===== src/rtl/tag_lookup_controller.sv =====
// tag_lookup_controller: initiator side of the cache tag store.
// Looks up the set entry for each request and compares its tag. A miss runs a
// refill handshake and then allocates the entry. A flush pulse starts a sweep
// that invalidates every entry.
//
// state    | meaning
// ---------+-------------------------------------------------------------
// IDLE     | waiting; accepts a lookup (issuing the tag read) or starts a flush
// COMPARE  | tag read data valid; decide hit or miss
// REFILL   | refill_req_o held until refill_done_i
// ALLOCATE | write {1, tag} into the set, report miss
// FLUSH    | write zero into every set, one per cycle
module tag_lookup_controller #(
    parameter int ADDR_WIDTH   = 32,
    parameter int INDEX_WIDTH  = 7,
    parameter int OFFSET_WIDTH = 5,
    parameter int TAG_SIZE     = ADDR_WIDTH - INDEX_WIDTH - OFFSET_WIDTH
) (
    input  logic                   clk_i,
    input  logic                   rst_n_i,
    input  logic                   req_valid_i,
    input  logic [ADDR_WIDTH-1:0]  req_address_i,
    output logic                   req_ready_o,
    output logic                   resp_valid_o,
    output logic                   resp_hit_o,
    input  logic                   flush_i,
    output logic                   flush_done_o,
    output logic                   refill_req_o,
    output logic [ADDR_WIDTH-1:0]  refill_address_o,
    input  logic                   refill_done_i,
    output logic [INDEX_WIDTH-1:0] tag_address_o,
    output logic                   tag_read_o,
    output logic                   tag_write_o,
    output logic [TAG_SIZE:0]      tag_write_data_o,
    input  logic [TAG_SIZE:0]      tag_read_data_i
);

    typedef enum logic [2:0] {
        IDLE,
        COMPARE,
        REFILL,
        ALLOCATE,
        FLUSH
    } state_t;

    // One extra counter bit so the last set is found by compare, not by wrap.
    localparam logic [INDEX_WIDTH:0] FLUSH_LAST = {1'b0, {INDEX_WIDTH{1'b1}}};

    state_t                 state;
    state_t                 state_next;
    logic                   flush_pending;
    logic [TAG_SIZE-1:0]    tag_q;
    logic [INDEX_WIDTH-1:0] index_q;
    logic [INDEX_WIDTH:0]   counter;
    logic                   hit;
    logic [TAG_SIZE-1:0]    req_tag;
    logic [INDEX_WIDTH-1:0] req_index;
    logic                   unused_offset;

    assign req_tag       = req_address_i[ADDR_WIDTH-1 -: TAG_SIZE];
    assign req_index     = req_address_i[OFFSET_WIDTH +: INDEX_WIDTH];
    assign unused_offset = ^req_address_i[OFFSET_WIDTH-1:0];
    assign hit           = tag_read_data_i[TAG_SIZE] &&
                           (tag_read_data_i[TAG_SIZE-1:0] == tag_q);

    // State register.
    always_ff @(posedge clk_i) begin
        if (!rst_n_i) begin
            state <= IDLE;
        end else begin
            state <= state_next;
        end
    end

    // Next state and tag-memory strobes; everything is held quiet during reset.
    always_comb begin
        state_next       = state;
        req_ready_o      = 1'b0;
        tag_read_o       = 1'b0;
        tag_write_o      = 1'b0;
        tag_address_o    = '0;
        tag_write_data_o = '0;
        if (rst_n_i) begin
            case (state)
                IDLE: begin
                    req_ready_o = !flush_pending && !flush_i;
                    if (flush_i || flush_pending) begin
                        state_next = FLUSH;
                    end else if (req_valid_i) begin
                        tag_read_o    = 1'b1;
                        tag_address_o = req_index;
                        state_next    = COMPARE;
                    end
                end
                COMPARE: begin
                    state_next = hit ? IDLE : REFILL;
                end
                REFILL: begin
                    if (refill_done_i) begin
                        state_next = ALLOCATE;
                    end
                end
                ALLOCATE: begin
                    tag_write_o      = 1'b1;
                    tag_address_o    = index_q;
                    tag_write_data_o = {1'b1, tag_q};
                    state_next       = IDLE;
                end
                FLUSH: begin
                    tag_write_o   = 1'b1;
                    tag_address_o = counter[INDEX_WIDTH-1:0];
                    if (counter == FLUSH_LAST) begin
                        state_next = IDLE;
                    end
                end
                default: state_next = IDLE;
            endcase
        end
    end

    // Registered outputs, request latch, flush counter and pending flush.
    always_ff @(posedge clk_i) begin
        if (!rst_n_i) begin
            resp_valid_o     <= 1'b0;
            resp_hit_o       <= 1'b0;
            flush_done_o     <= 1'b0;
            refill_req_o     <= 1'b0;
            refill_address_o <= '0;
            flush_pending    <= 1'b0;
            tag_q            <= '0;
            index_q          <= '0;
            counter          <= '0;
        end else begin
            resp_valid_o <= 1'b0;
            resp_hit_o   <= 1'b0;
            flush_done_o <= 1'b0;
            // A pulse during an active sweep is already covered by it.
            if (state == IDLE && (flush_i || flush_pending)) begin
                flush_pending <= 1'b0;
            end else if (flush_i && state != FLUSH) begin
                flush_pending <= 1'b1;
            end
            case (state)
                IDLE: begin
                    counter <= '0;
                    if (state_next == COMPARE) begin
                        tag_q   <= req_tag;
                        index_q <= req_index;
                    end
                end
                COMPARE: begin
                    if (hit) begin
                        resp_valid_o <= 1'b1;
                        resp_hit_o   <= 1'b1;
                    end else begin
                        refill_req_o     <= 1'b1;
                        refill_address_o <= {tag_q, index_q, {OFFSET_WIDTH{1'b0}}};
                    end
                end
                REFILL: begin
                    if (refill_done_i) begin
                        refill_req_o <= 1'b0;
                    end
                end
                ALLOCATE: begin
                    resp_valid_o <= 1'b1;
                end
                FLUSH: begin
                    counter <= counter + 1'b1;
                    if (counter == FLUSH_LAST) begin
                        flush_done_o <= 1'b1;
                    end
                end
                default: ;
            endcase
        end
    end

endmodule


===== config.mk =====
export PLATFORM = sky130hd
export DESIGN_NAME = tag_lookup_controller
export DESIGN_NICKNAME = d
export VERILOG_FILES = /design/src/rtl/tag_lookup_controller.sv
export SDC_FILE = /design/constraint.sdc
export NUM_CORES = 1
export LEC_CHECK = 0
export CELL_PAD_IN_SITES_DETAIL_PLACEMENT = 1
export CELL_PAD_IN_SITES_GLOBAL_PLACEMENT = 1
export CORE_MARGIN = 4
export CORE_UTILIZATION = 31
export DETAILED_ROUTE_END_ITERATION = 8
export GPL_ROUTABILITY_DRIVEN = 0
export HOLD_SLACK_MARGIN = 0.06
export MAX_ROUTING_LAYER = met4
export PLACE_DENSITY_LB_ADDON = 0.1
export SLEW_MARGIN = 5
export SYNTH_ARGS = -nofsm -noshare
export SYNTH_HDL_FRONTEND = slang
export SYNTH_SLANG_ARGS = --single-unit
export TNS_END_PERCENT = 30

===== constraint.sdc =====
create_clock -name clk_i -period 1.9 [get_ports clk_i]
set_input_delay 0.19 -clock clk_i [delete_from_list [all_inputs] [get_ports clk_i]]
set_output_delay 0.19 -clock clk_i [all_outputs]
set_load 0.03 [all_outputs]

==> flow_metrics.env, run 1 <==
export IMPL_status="finished, violations left"
export IMPL_violations="setup timing"
export IMPL_clock_sinks=70
export IMPL_cp_max_fo=4
export IMPL_max_slew_margin=0.657
export IMPL_setup_ws_ps=-81.0
export IMPL_drc_errors=0
export IMPL_wire_per_inst_um=17.6
export IMPL_regArea_mm2=0.00141
export IMPL_ys_types=39
export IMPL_clockRootBuffer="clkbuf_8"
export IMPL_rows=36
export IMPL_place_ws_ps=-277
export IMPL_numCtsBuffers=9
export IMPL_vias=3073
export IMPL_synth_async_reset_ratio=0
export IMPL_worstSetupPathType="flip-flop to primary output"
export IMPL_fin_nets=552
export IMPL_placed_area_mm2=0.00452
export IMPL_cp_arrival_ps=1790
export IMPL_cp_start_kind="flip-flop"
export IMPL_finalSetupTns_ps=-309
export IMPL_clk_latency_ps=340
export IMPL_port_buffer_count=114
export IMPL_viasPerCell=4.86
export IMPL_synthCells=345
export IMPL_max_freq_mhz=505
export IMPL_hold_violations=0
export IMPL_drtAntennaViolNets=0
export IMPL_routed_wl_um=11100
export IMPL_ys_warn_count=0
export IMPL_cts_tree="done"
export IMPL_hold_class="primary input to flip-flop"
export IMPL_total_power_mw=3.43
export IMPL_cts_buffer_depth=2
export IMPL_start_util=0.320
export IMPL_fin_cells=632
export IMPL_multiInputGateArea_mm2=0.00168
export IMPL_rsz0062_at_grt="yes"
export IMPL_p_leak_nw=1.94
export IMPL_synthesis_area_mm2=0.00314
export IMPL_cts_max_level=3
export IMPL_worst_pin_slew_ps=515
export IMPL_core_area_mm2=0.00982
export IMPL_grt_overflow_total=0
export IMPL_dr_pass1_iters=4
export IMPL_io_pins=125
export IMPL_maxSlewViolCount=0
export IMPL_n_fill_cell=1184
export IMPL_clkTransAtPathRegs_ps=70
export IMPL_finClkSkew_ps=12.4
export IMPL_grt_pass1_wl_um=16900
export IMPL_synth_edf_count=0
export IMPL_place_hpwl_um=7940
export IMPL_seq_area_frac_synth=0.447
export IMPL_antenna_found_initial=1
export IMPL_die_w_um=109
export IMPL_place_inst=606
export IMPL_vdd_ir_drop_worst_v=0.000508
export IMPL_grt_max_degree=39
export IMPL_min_period_ps=1980
export IMPL_ys_flop_type="dfxtp_1"
export IMPL_period_share=1.04
export IMPL_end_kind="primary output"
export IMPL_p_per_area_mw_per_mm2=693
export IMPL_grt_pass1_vias=3231
export IMPL_syn_to_final_growth_pct=57.5
export IMPL_drt_iter0_markers=109
export IMPL_final_area_mm2=0.00494
export IMPL_synth_seq_cells=70
export IMPL_die_height_um=109
export IMPL_drv_cap=0
export IMPL_grt_usage=0.190
export IMPL_syn_avg_cell_area_um2=9.10
export IMPL_crit_required_ps=1710
export IMPL_die_area_mm2=0.0118
export IMPL_setup_violations=8
export IMPL_drive_above_1_share=0.253
routing by layer:
metal	GRT usage	up-vias	routed length [um]	share of wire
met5	-	-	0	0
met4	0.0424	0	91	0.0082
met3	0.0551	8	610	0.055
met2	0.329	85	5570	0.50
met1	0.219	1473	4860	0.44
li1	-	1507	-	-
sequential cells by signal, indices dropped and copies added, names as in the netlist:
signal            count
counter               8
refill_req_o          1
flush_done_o          1
state                 3
resp_hit_o            1
tag_q                20
refill_address_o     27
resp_valid_o          1
index_q               7
flush_pending         1
where the power goes:
| group | switching [mW] | internal, mW | leakage (nW) |
|---|---|---|---|
| sequential | 0.0432 | 1.51 | 0.569 |
| clock | 0.581 | 0.743 | 0.114 |
| combinational | 0.273 | 0.277 | 1.25 |
| total | 0.898 | 2.53 | 1.94 |
cells by family (layout without fill, tap and decap cells):
logic type                 Yosys count  in the layout  share of synthesized area
DFF                                 70             70                      0.447
adders and majority gates            1              1                    0.00399
AOI/OAI and AO/OA                   92             92                      0.229
buffers and inverters               28            176                     0.0550
xor gates and xnor gates            20             20                     0.0558
and+or+nand+nor                    133            134                      0.209
other                                1              6                    0.00120
worst max-delay path: stages (launching register included):
cell and delay, ps:
dfxtp_2 330, or2_4 260, nor4_4 150, buf_4 170
and2_4 180, nand2_2 70, a21oi_2 140, buf_6 150
layout by cell type (no fill, tap or decap), types with 3 or more instances in the layout:
cell type,instances
nor3b_1,3
a21oi_1,8
buf_4,61
nand2_2,4
o21ai_0,4
nor2_1,4
a22oi_2,3
nand2_1,62
clkdlybuf4s50_1,82
nor3_1,8
clkbuf_8,9
and2_1,21
dfxtp_1,64
a21oi_2,5
buf_6,14
a32o_1,27
a22oi_1,4
xor2_1,18
a21boi_0,28
dfxtp_2,6
o21a_1,4
and3_1,4
conb_1,5
nor2b_1,6
nand3_1,6
Yosys cell counts (2+ instances only):
| cell | instances | area, um^2 |
|---|---|---|
| o21ai_0 | 4 | 20.0 |
| clkbuf_1 | 12 | 45.0 |
| a21oi_1 | 13 | 65.1 |
| buf_2 | 3 | 15.0 |
| o21a_1 | 4 | 30.0 |
| nand2b_1 | 2 | 12.5 |
| a22oi_1 | 7 | 52.6 |
| nor2_1 | 6 | 22.5 |
| and2_1 | 22 | 138 |
| dfxtp_1 | 70 | 1400 |
| nor4_1 | 4 | 25.0 |
| or2_2 | 2 | 12.5 |
| o22ai_1 | 2 | 12.5 |
| nor3_1 | 8 | 40.0 |
| buf_6 | 5 | 56.3 |
| and3_1 | 4 | 25.0 |
| buf_4 | 7 | 52.6 |
| nor2b_1 | 6 | 37.5 |
| nand2_1 | 66 | 248 |
| xor2_1 | 19 | 166 |
| nand3_1 | 6 | 30.0 |
| nor3b_1 | 3 | 22.5 |
| a21boi_0 | 28 | 210 |
| a32o_1 | 27 | 270 |
path summary, 6_finish.rpt:
path	startpoint	to	slack (ps)	cells past startpoint
hold reg to reg	refill_req_o	refill_req_o	460	2
setup / recovery	state[1]	tag_address_o[5]	-80	7
hold / removal	rst_n_i	state[1]	190	3
setup reg to reg	tag_q[18]	refill_address_o[17]	40	7
area by class of cell:
type | instances | area share
Multi-Input combinational cell | 252 | 0.339
Timing Repair Buffer | 159 | 0.296
Sequential cell | 70 | 0.285
Tap cell | 133 | 0.0337
Clock buffer | 9 | 0.0251
Clock inverter | 7 | 0.0195
Inverter | 1 | 0.00127
Antenna cell | 1 | 0.000506
through the flow:
stage	hold slack, ps	utilization
3_5_place_dp	460	0.460
4_1_cts	177	0.490
2_1_floorplan	325	-
6_report	191	0.503
3_3_place_gp	463	0.460
5_1_grt	197	0.503
what timing repair did:
| action | 4_1_cts | 5_1_grt |
|---|---|---|
| pin swaps | 3 | 12 |
| resized for setup | 22 | 25 |
| hold buffers | 0 | 0 |
| gates cloned | 1 | 2 |
| endpoints found under the setup margin | 38 | 36 |
| setup buffers | 3 | 4 |
Power figures use the tool's default switching activity.
==> run 2: changes to the inputs <==
--- a/config.mk
+++ b/config.mk
@@ -9,6 +9,7 @@
 export CELL_PAD_IN_SITES_GLOBAL_PLACEMENT = 1
 export CORE_MARGIN = 4
 export CORE_UTILIZATION = 31
+export CTS_CLUSTER_SIZE = 24
 export DETAILED_ROUTE_END_ITERATION = 8
 export GPL_ROUTABILITY_DRIVEN = 0
 export HOLD_SLACK_MARGIN = 0.06
==> results of run 2 <==
Same layout as run 1: the final DEF is identical, and so are final timing and power.
==> run 3: changes to the inputs <==
--- a/config.mk
+++ b/config.mk
@@ -9,6 +9,7 @@
 export CELL_PAD_IN_SITES_GLOBAL_PLACEMENT = 1
 export CORE_MARGIN = 4
 export CORE_UTILIZATION = 31
+export CTS_CLUSTER_DIAMETER = 120
 export CTS_CLUSTER_SIZE = 24
 export DETAILED_ROUTE_END_ITERATION = 8
 export GPL_ROUTABILITY_DRIVEN = 0
==> results of run 3 <==
Same layout as run 1: the final DEF is identical, and so are final timing and power.
==> RTL edit, RTL diff (config.mk and constraints of run 2) <==
Encoding of `state_t`: now one-hot (5 bits for 5 states).
--- a/src/rtl/tag_lookup_controller.sv
+++ b/src/rtl/tag_lookup_controller.sv
@@ -36,10 +36,10 @@
 );
 
-    typedef enum logic [2:0] {
-        IDLE,
-        COMPARE,
-        REFILL,
-        ALLOCATE,
-        FLUSH
+    typedef enum logic [4:0] {
+        IDLE     = 5'b00001,
+        COMPARE  = 5'b00010,
+        REFILL   = 5'b00100,
+        ALLOCATE = 5'b01000,
+        FLUSH    = 5'b10000
     } state_t;
 
Formal check against the unedited RTL: no difference found for any inputs over 4 cycles, from zero or initial values and one cycle with rst_n_i low; so few cycles prove little.
==> RTL edit against run 2 <==
  * The flow still finishes with violations (negative setup slack)
  * Design area grew 7.7%
  * Worst setup slack lost 0.038 ns
  * Total power up 12%
  * Highest routed layer unchanged
  * Sequential cell count increased by 2
  * Area after synthesis rose by 3.8%
  * Routed wire length is 6.3% higher
  * Maximum frequency fell by 1.9%
==> RTL edit: results (changes against run 2) <==
Parameter                              Value

Status
  Run status    complete, but fails checks (unchanged)
  Failing checks    negative setup slack (unchanged)

Synth
  Share of synthesized area occupied by flip-flops and latches    0.4426 (was 0.4466)
  Number of flops mapped to enable cells by yosys    0 (unchanged)
  Distinct cell type count after synthesis    47 (was 39)
  Per-instance average area after synthesis    8.755 um2 (was 9.096 um2)
  Commonest cells post-synth    sky130_fd_sc_hd__dfxtp_1 (72), sky130_fd_sc_hd__nand2_1 (65), sky130_fd_sc_hd__a21oi_1 (37) (was sky130_fd_sc_hd__dfxtp_1 (70), sky130_fd_sc_hd__nand2_1 (66), sky130_fd_sc_hd__a21boi_0 (28))
  Top cells by area, synth    sky130_fd_sc_hd__dfxtp_1 (44%), sky130_fd_sc_hd__a32o_1 (8.3%), sky130_fd_sc_hd__nand2_1 (7.5%) (was sky130_fd_sc_hd__dfxtp_1 (45%), sky130_fd_sc_hd__a32o_1 (8.6%), sky130_fd_sc_hd__nand2_1 (7.9%))
  Primary FF master, synth    sky130_fd_sc_hd__dfxtp_1 (unchanged)
  Fraction of synthesis flops using an asynchronous set or reset pin    0 (unchanged)

Critical path
  Largest driver fanout on the critical path    8 (was 4)
  Worst EP arrival    1.83 ns (was 1.79 ns)

Global routing
  Overall track demand over capacity in global routing    0.1947 (was 0.1903)
  Pin count of the biggest net entering global routing    49 (was 39)
  Initial antenna violation count    0 (was 1)
  Vias in the first global route    3544 (was 3231)
  Global-route wire length before repair    19.00 mm (was 16.87 mm)

STA
  Sum Neg Setup Slack    -1.907 ns (was -0.3088 ns)
  Final WS setup    -0.1188 ns (was -0.08102 ns)
  Setup violations, final    55 (was 8)
  Transition time at the pin with the least slew margin    0.5039 ns (was 0.5148 ns)
  Clock tree skew after final layout    0.01059 ns (was 0.01236 ns)

Layout
  Layout cells sized above 1    0.2708 (was 0.2530)
  Registers with the highest flip-flop counts    refill_address_o (27), tag_q (20), counter (8) (unchanged)
  Antenna cell count    0 (was 1)
  Number of nets at the end of the flow    571 (was 552)
  Count of placed standard cells in the final layout, fillers left out    653 (was 632)

Placement
  Count of placed standard cells including taps    623 (was 606)
  Post-place setup slack    -0.3542 ns (was -0.2766 ns)
  HPWL Detailed    8.373 mm (was 7.940 mm)
  Placed Area    4649 um2 (was 4519 um2)
  Port Buf Inserts    114 (unchanged)

Worst hold path
  Tightest Hold Check Type    input pin to register (unchanged)

Drt
  Post-detailed-route via-to-cell ratio    5.103 (was 4.862)
  Total wire length    11.83 mm (was 11.13 mm)
  Starting DRC count in detailed routing    179 (was 109)

Clock network
  Buffer depth of the longest clock path    2 (unchanged)
  H-tree levels    3 (unchanged)

Power and ir drop
  Cell leakage power    2.019 nW (was 1.937 nW)
  Switching Share    0.2642 (was 0.2619)
  Peak supply drop    0.3329 mV (was 0.5075 mV)
[RTL edit: cell count changes in the layout (fill, tap and decap cells not counted), moves of 10 or more]
cell	before	now
sky130_fd_sc_hd__a21oi_1	8	37
sky130_fd_sc_hd__a21boi_0	28	0
sky130_fd_sc_hd__and2_1	21	0
sky130_fd_sc_hd__nor2_1	4	24
sky130_fd_sc_hd__buf_4	61	42
sky130_fd_sc_hd__and3_4	0	17
sky130_fd_sc_hd__xnor2_1	1	11
[RTL edit: area by class of cell]
type	instances	area, um2
flip-flops and latches	72	1460
clock inverters	5	102.6
inverters	6	25.02
repair buffers	157	1593
fillers	1183	4952
multi-input cells	266	1823
well taps	136	170.2
clock buffers	11	151.4
[RTL edit: timing repair]
action / 4_1_cts / 5_1_grt
resized for setup: 44 / 28
setup buffers: 6 / 6
pin swaps: 6 / 7
setup endpoints to repair: 58 / 60
cloned: 1 / 1
[RTL edit: power by group through the flow]
stage	combinational (W)	clock [W]	sequential [W]
after floorplan	0.000339	0	0.00162
after global placement	0.000602	0	0.00163
after global routing	0.000749	0.00162	0.00162
after CTS	0.000644	0.00157	0.00161
after detailed placement	0.000616	0	0.00164
final	0.000691	0.00153	0.00161
[RTL edit: logic make-up (layout without fill, tap and decap cells)]
| kind of cell | count (synthesis) | after routing | share of synthesized area |
|---|---|---|---|
| AO/OA/AOI/OAI | 85 | 85 | 0.1917 |
| other | 1 | 5 | 0.001151 |
| flip-flops | 72 | 72 | 0.4426 |
| adder cells (fa/ha/maj) | 1 | 1 | 0.003841 |
| AND/OR/NAND/NOR | 151 | 151 | 0.2370 |
| XOR/XNOR | 22 | 22 | 0.05916 |
| buffers and inverters | 38 | 179 | 0.05762 |
| multiplexers | 2 | 2 | 0.006915 |
[RTL edit: worst paths after layout]
kind | cells after the start | to | slack [ns] | from
setup / recovery | 6 | tag_address_o[4] | -0.12 | state[3]
hold / removal | 3 | flush_pending | 0.14 | rst_n_i
setup reg to reg | 6 | refill_address_o[19] | -0.05 | tag_q[1]
hold reg to reg | 2 | refill_req_o | 0.47 | refill_req_o
[RTL edit: layer usage]
| layer | GRT usage | vias up | share of wire |
|---|---|---|---|
| li1 | - | 1613 | - |
| met1 | 0.2571 | 1625 | 0.47 |
| met2 | 0.3119 | 86 | 0.48 |
| met3 | 0.04000 | 8 | 0.042 |
| met4 | 0.03695 | 0 | 0.0067 |
| met5 | - | - | 0 |
[RTL edit: critical path, cell delays in order (launching register included)]
cell and delay (ns):
sky130_fd_sc_hd__dfxtp_4 0.37, sky130_fd_sc_hd__buf_6 0.12, sky130_fd_sc_hd__nor2_4 0.21, sky130_fd_sc_hd__and4_4 0.33, sky130_fd_sc_hd__a222oi_1 0.11, sky130_fd_sc_hd__nor2_1 0.16, sky130_fd_sc_hd__buf_4 0.19
